### src/rtl/uart_tx_fifo_if.sv
// uart_tx_fifo_if: CPU push side and uart_tx launch side of the transmit buffer
interface uart_tx_fifo_if #(parameter int ADDR_W = 3);
    logic              wr_en;
    logic [7:0]        wr_data;
    logic              flush;
    logic              clr_overflow;
    logic              tx_busy;
    logic              tx_en;
    logic [7:0]        tx_data;
    logic              fifo_empty;
    logic              fifo_full;
    logic [ADDR_W:0]   level;
    logic              overflow;
    modport master (
        output wr_en, wr_data, flush, clr_overflow, tx_busy,
        input  tx_en, tx_data, fifo_empty, fifo_full, level, overflow
    );
    modport slave (
        input  wr_en, wr_data, flush, clr_overflow, tx_busy,
        output tx_en, tx_data, fifo_empty, fifo_full, level, overflow
    );
endinterface

### src/rtl/uart_tx_fifo.sv
// uart_tx_fifo: byte queue that launches bytes into uart_tx whenever the serialiser is idle
module uart_tx_fifo #(
    parameter int DEPTH  = 8,
    parameter int ADDR_W = 3,
    parameter int GUARD  = 2
) (
    input logic clk,
    input logic rst_n,
    uart_tx_fifo_if.slave bus
);
    typedef enum logic [1:0] {IDLE, LAUNCH, GUARD_S} state_t;
    localparam logic [ADDR_W:0] FULL_CNT = (ADDR_W+1)'(DEPTH);
    state_t            state;
    logic [7:0]        mem [DEPTH];
    logic [ADDR_W-1:0] wr_ptr, rd_ptr;
    logic [ADDR_W:0]   count;
    logic [2:0]        gcnt;
    logic              tx_en_q, overflow_q;
    logic [7:0]        tx_data_q;
    logic              full, push_ok, drop, pop;
    always_comb begin
        full    = count == FULL_CNT;
        push_ok = bus.wr_en && !full && !bus.flush;
        drop    = bus.wr_en && full && !bus.flush;
        pop     = state == IDLE && count != 0 && !bus.tx_busy && !bus.flush;
    end
    // Byte storage; no reset needed since count guards every read
    always_ff @(posedge clk) begin
        if (push_ok) mem[wr_ptr] <= bus.wr_data;
    end
    // Pointers, count, overflow and the launch sequencer
    always_ff @(posedge clk) begin
        if (!rst_n) begin
            wr_ptr     <= '0;
            rd_ptr     <= '0;
            count      <= '0;
            state      <= IDLE;
            gcnt       <= '0;
            tx_en_q    <= 1'b0;
            tx_data_q  <= 8'h00;
            overflow_q <= 1'b0;
        end else begin
            if (bus.flush) begin
                wr_ptr <= '0;
                rd_ptr <= '0;
                count  <= '0;
            end else begin
                wr_ptr <= wr_ptr + ADDR_W'(push_ok);
                rd_ptr <= rd_ptr + ADDR_W'(pop);
                count  <= count + (ADDR_W+1)'(push_ok) - (ADDR_W+1)'(pop);
            end
            overflow_q <= drop ? 1'b1 : bus.clr_overflow ? 1'b0 : overflow_q;
            case (state)
                IDLE: if (pop) begin
                    tx_en_q   <= 1'b1;
                    tx_data_q <= mem[rd_ptr];
                    state     <= LAUNCH;
                end
                LAUNCH: begin
                    tx_en_q <= 1'b0;
                    gcnt    <= 3'(GUARD - 1);
                    state   <= GUARD_S;
                end
                default: begin
                    gcnt  <= gcnt - 3'd1;
                    state <= gcnt == 3'd0 ? IDLE : GUARD_S;
                end
            endcase
        end
    end
    assign bus.tx_en      = tx_en_q;
    assign bus.tx_data    = tx_data_q;
    assign bus.overflow   = overflow_q;
    assign bus.fifo_empty = count == 0;
    assign bus.fifo_full  = full;
    assign bus.level      = count;
endmodule

### src/flat_wrapper.sv
// flat-port wrapper written by rule: the top's interface ports become plain ports
module uart_tx_fifo_flat 
#(
    parameter int DEPTH  = 8,
    parameter int ADDR_W = 3,
    parameter int GUARD  = 2
)
  (clk, rst_n, bus_wr_en, bus_wr_data, bus_flush, bus_clr_overflow, bus_tx_busy, bus_tx_en, bus_tx_data, bus_fifo_empty, bus_fifo_full, bus_level, bus_overflow);
  uart_tx_fifo_if #(.ADDR_W(ADDR_W)) bus_i ();
  input logic clk;
  input logic rst_n;
  input wire logic [$bits(bus_i.wr_en)-1:0] bus_wr_en;
  input wire logic [$bits(bus_i.wr_data)-1:0] bus_wr_data;
  input wire logic [$bits(bus_i.flush)-1:0] bus_flush;
  input wire logic [$bits(bus_i.clr_overflow)-1:0] bus_clr_overflow;
  input wire logic [$bits(bus_i.tx_busy)-1:0] bus_tx_busy;
  output wire logic [$bits(bus_i.tx_en)-1:0] bus_tx_en;
  output wire logic [$bits(bus_i.tx_data)-1:0] bus_tx_data;
  output wire logic [$bits(bus_i.fifo_empty)-1:0] bus_fifo_empty;
  output wire logic [$bits(bus_i.fifo_full)-1:0] bus_fifo_full;
  output wire logic [$bits(bus_i.level)-1:0] bus_level;
  output wire logic [$bits(bus_i.overflow)-1:0] bus_overflow;
  assign bus_i.wr_en = bus_wr_en;
  assign bus_i.wr_data = bus_wr_data;
  assign bus_i.flush = bus_flush;
  assign bus_i.clr_overflow = bus_clr_overflow;
  assign bus_i.tx_busy = bus_tx_busy;
  assign bus_tx_en = bus_i.tx_en;
  assign bus_tx_data = bus_i.tx_data;
  assign bus_fifo_empty = bus_i.fifo_empty;
  assign bus_fifo_full = bus_i.fifo_full;
  assign bus_level = bus_i.level;
  assign bus_overflow = bus_i.overflow;
  uart_tx_fifo #(.DEPTH(DEPTH), .ADDR_W(ADDR_W), .GUARD(GUARD)) u_core (.clk(clk), .rst_n(rst_n), .bus(bus_i));
endmodule
### config.mk
export PLATFORM = sky130hd
export DESIGN_NAME = uart_tx_fifo_flat
export DESIGN_NICKNAME = d
export VERILOG_FILES = /design/src/rtl/uart_tx_fifo_if.sv /design/src/rtl/uart_tx_fifo.sv /design/src/flat_wrapper.sv
export SDC_FILE = /design/constraint.sdc
export NUM_CORES = 1
export LEC_CHECK = 0
export CORE_MARGIN = 4
export CORE_UTILIZATION = 60
export CTS_CLUSTER_DIAMETER = 50
export DETAILED_ROUTE_END_ITERATION = 16
export PLACE_DENSITY = 0.82
export SYNTH_ARGS = -nofsm -noshare
export SYNTH_HDL_FRONTEND = slang
export SYNTH_SLANG_ARGS = --single-unit
### constraint.sdc
create_clock -name clk -period 6.3 [get_ports clk]
set_clock_uncertainty 0.2 [all_clocks]
set_input_delay 1.26 -clock clk [delete_from_list [all_inputs] [get_ports clk]]
set_output_delay 1.26 -clock clk [all_outputs]
set_load 0.01 [all_outputs]
==> Flow_metrics.wiki <==
{| class="wikitable"
! Metric !! Value
|-
| Post-route insts no fill || 333
|-
| Post-CTS sizing || 0
|-
| Number of distinct library cells after synthesis || 31
|-
| Post-synthesis cell area || 0.00357 mm2
|-
| Multiplexer fraction of the synthesized cell area || 11.2%
|-
| Die area || 0.00725 mm2
|-
| Proportion of layout cells with a drive suffix above 1 || 9.96%
|-
| Number of antenna violations at the first check in global routing || 0
|-
| Vias after detailed routing || ~1900
|-
| Routed WL || around 6.2 mm
|-
| Port Buffer Count || 29
|-
| Peak supply drop || ~270 uV
|-
| Net switching share of the total power || 20.8%
|-
| Largest net degree at the start of global routing || 21
|-
| Core Region || roughly 0.0056 mm2
|-
| Vias per std cell || 5.67
|-
| Layout fillers || 359
|-
| Unrepaired setup endpoints after global routing || false
|-
| CTS root buf || sky130_fd_sc_hd__clkbuf_8
|-
| Synthesized instance count || about 220
|-
| Post-layout util || between 70 and 80%
|-
| Synth Area in Adders || under 10%
|-
| Worst slack on hold paths || around 280 ps
|-
| Status || finished, final reports clean
|-
| Total congestion overflow || 0
|-
| DRC Markers || 0
|-
| Antenna Cells || 0
|-
| Minimum period implied by the final worst setup slack || 3660 ps
|-
| Synth Area per Inst || 16.2 um2
|-
| Syn_nets || approximately 250
|-
| Post-Place Cell Area || 0.00391 mm2
|-
| Min-Delay Path Depth || 2
|-
| Area share of xor/xnor cells in the synthesized design || 0.981%
|-
| Startpoint Class || primary input
|-
| Placed cells || between 300 and 400
|-
| Part of the cycle the worst path needs || 58.1%
|-
| Net count reported at finish || 283
|-
| Clock network power share || about two fifths
|-
| Endpoint class of the critical path || register
|-
| Post-DRT Antenna Nets || 0
|-
| Hold Violations, Final || 0
|-
| Max-slew violation count || 0
|-
| Number of violations of the max-capacitance limit || 0
|-
| Share of synthesized area occupied by flip-flops and latches || between 60% and 70%
|-
| Power density of the placed cells || roughly 290 mW/mm2
|-
| Aggregate global-route resource usage || 18.9%
|-
| Number of cell instances on the worst register-to-register path || 9
|-
| Worst endpoint required time || roughly 6400 ps
|-
| Post-synthesis sequential element count || just under 90
|-
| Final setup violation count || 0
|-
| CTS tree || done
|-
| Register clock-pin slew on the reported worst setup and hold paths || 90 ps
|-
| Placer's final routability congestion estimate || ~0.73
|-
| Static power due to leakage || 1.42 nW
|-
| Global-route wire length before repair || 10.1 mm
|-
| Signal arrival time at the worst endpoint || between 3000 and 4000 ps
|-
| YS warnings || 0
|-
| Type of the tightest min-delay check || reg2reg
|-
| Starting density of the core || between 60% and 70%
|-
| Per-cell routed wire length || around 19 um
|-
| Routed length on met2 || between 3 and 4 mm
|-
| Worst-margin pin slew || between 900 and 1000 ps
|-
| Switching Power || 0.000248 W
|-
| Number of CTS-inserted buffers || 9
|-
| Dpl hpwl || 3.80 mm
|-
| Combinational cell fraction of total power || 6.3%
|-
| Synth-to-Final Area Change || 16.2%
|-
| Setup Buffers After CTS || 0
|-
| Largest family of logic cells by synthesized area || multiplexers
|-
| Routed met3 length || 419 um
|-
| Basic-gate share of the synthesized area counting and, or, nand and nor cells || between 8 and 9%
|-
| Post-Route Setup TNS || 0 ps
|-
| Top-Level Pins || 30
|-
| Die boundary width || 85.2 um
|-
| Longest Clk Path Bufs || 2
|-
| Cts hold-fix bufs || 0
|-
| Headroom to the max-slew limit || between 30 and 40%
|-
| Critical path fanouts, max || 20
|-
| Highest Clock Rate || 0.273 GHz
|-
| H-tree levels || 3
|-
| Complex-gate fraction of the synthesized area || under 10%
|-
| Portion of total power attributed to sequential cells || roughly 54%
|-
| Via count of the first global-routing pass || 1960
|-
| Detailed-routing iteration count for the pre-antenna-repair pass || 4
|-
| Vertical die dimension || 85.2 um
|-
| Finished Cell Area || 0.00415 mm2
|-
| Worst Path Class, Setup || in2reg
|-
| Initial detailed-routing violation count || 107
|-
| Highest metal layer with signal wires || met4
|-
| Clock sink count || 89
|-
| Standard-cell rows || 27
|-
| Routed length on met1 || between 2 and 3 mm
|-
| Cell internal power dissipation || 0.000945 W
|-
| Clock latency on the worst-skew pair || 360 ps
|}
logic make-up (layout without fill, tap and decap cells):
logic type / Yosys count / after routing
buffers and inverters: 18 / 58
AND/OR/NAND/NOR: 58 / 58
XOR/XNOR: 4 / 4
AO/OA/AOI/OAI: 23 / 23
adder cells (fa/ha/maj): 13 / 13
multiplexers: 16 / 16
flip-flops: 89 / 89
registers in the layout, summed over array words and instances, names as in the netlist:
name,cells
u_core.bus.overflow,1
u_core.bus.tx_data,8
u_core.wr_ptr,3
u_core.gcnt,3
u_core.bus.tx_en,1
u_core.state,2
u_core.bus.level,4
u_core.mem,64
u_core.rd_ptr,3
synthesized netlist by cell type (all sizes together):
master / number / area (um2)
a21boi: 1 / 7.51
a21o: 1 / 7.51
a21oi: 3 / 15.0
a31oi: 8 / 50.1
and2: 7 / 43.8
and3: 1 / 6.26
buf: 5 / 52.6
clkbuf: 2 / 8.75
dfxtp: 25 / 500
edfxtp: 64 / 1920
fa: 1 / 20.0
ha: 12 / 150
inv: 11 / 41.3
mux4: 16 / 402
nand2: 21 / 78.8
nand2b: 5 / 31.3
nand3b: 1 / 7.51
nor2: 11 / 41.3
nor2b: 4 / 25.0
nor3: 3 / 15.0
nor3b: 3 / 22.5
nor4: 1 / 21.3
o21a: 1 / 7.51
o21ai: 8 / 40.0
o221a: 1 / 11.3
or2: 1 / 8.76
xnor2: 4 / 35.0
critical path: stages:
cell and delay, ps:
sky130_fd_sc_hd__clkdlybuf4s50_1 490, sky130_fd_sc_hd__nor4_4 810, sky130_fd_sc_hd__ha_1 370, sky130_fd_sc_hd__inv_1 60
sky130_fd_sc_hd__ha_1 170, sky130_fd_sc_hd__fa_1 410, sky130_fd_sc_hd__and2_1 140
cells in the final DEF (no fill, tap or decap), types with 2 or more instances in the layout:
master / instances
sky130_fd_sc_hd__a31oi_1: 8
sky130_fd_sc_hd__bufinv_16: 3
sky130_fd_sc_hd__edfxtp_1: 64
sky130_fd_sc_hd__ha_1: 12
sky130_fd_sc_hd__nor2b_1: 4
sky130_fd_sc_hd__nor3b_1: 3
sky130_fd_sc_hd__buf_4: 2
sky130_fd_sc_hd__nor3_1: 3
sky130_fd_sc_hd__clkbuf_8: 9
sky130_fd_sc_hd__clkdlybuf4s50_1: 29
sky130_fd_sc_hd__xnor2_1: 4
sky130_fd_sc_hd__inv_1: 11
sky130_fd_sc_hd__inv_6: 3
sky130_fd_sc_hd__mux4_1: 11
sky130_fd_sc_hd__nor2_1: 11
sky130_fd_sc_hd__o21ai_0: 8
sky130_fd_sc_hd__nand2b_1: 5
sky130_fd_sc_hd__nand2_1: 21
sky130_fd_sc_hd__a21oi_1: 3
sky130_fd_sc_hd__mux4_2: 5
sky130_fd_sc_hd__and2_1: 7
sky130_fd_sc_hd__dfxtp_1: 25
per-layer routing:
metal / GRT usage (%) / vias up
li1: - / 905
met1: 23.9 / 912
met2: 30.9 / 59
met3: 5.63 / 12
met4: 7.19 / 0
met5: 0 / -
metrics by stage:
| stage | worst slack [ps] | total power [W] |
|---|---|---|
| 2_1_floorplan | 3170 | 0.000697 |
| 3_3_place_gp | 2250 | 0.000731 |
| 3_5_place_dp | 2210 | 0.000734 |
| 4_1_cts | 2620 | 0.00121 |
| 5_1_grt | 2450 | 0.00124 |
| 6_report | 2640 | 0.00119 |
path summary, 6_finish.rpt:
kind | start | to | slack (ps)
min | u_core.gcnt[0] | u_core.gcnt[0] | 280
max reg2reg | u_core.bus.level[2] | u_core.bus.level[1] | 3330
max | bus_flush | u_core.bus.level[1] | 2640
min reg2reg | u_core.gcnt[0] | u_core.gcnt[0] | 280
layout make-up:
cell class                 count  area, um2  share of cell area (%)
sequential                    89       2420                    58.3
multi-input combinational    114       1050                    25.2
timing repair buffer          31        305                    7.35
clock buffer                   9        124                    2.98
clock inverter                 7        121                    2.92
tap                           72       90.1                    2.17
inverter                      11       41.3                   0.995
power groups by stage:
stage	sequential, W	combinational (W)	clock [W]
2_1_floorplan	0.000658	0.0000384	0
3_3_place_gp	0.000658	0.0000733	0
3_5_place_dp	0.000658	0.0000761	0
4_1_cts	0.000645	0.0000765	0.000485
5_1_grt	0.000646	0.0000831	0.000509
6_report	0.000645	0.0000753	0.000473
Power figures use the tool's default switching activity.
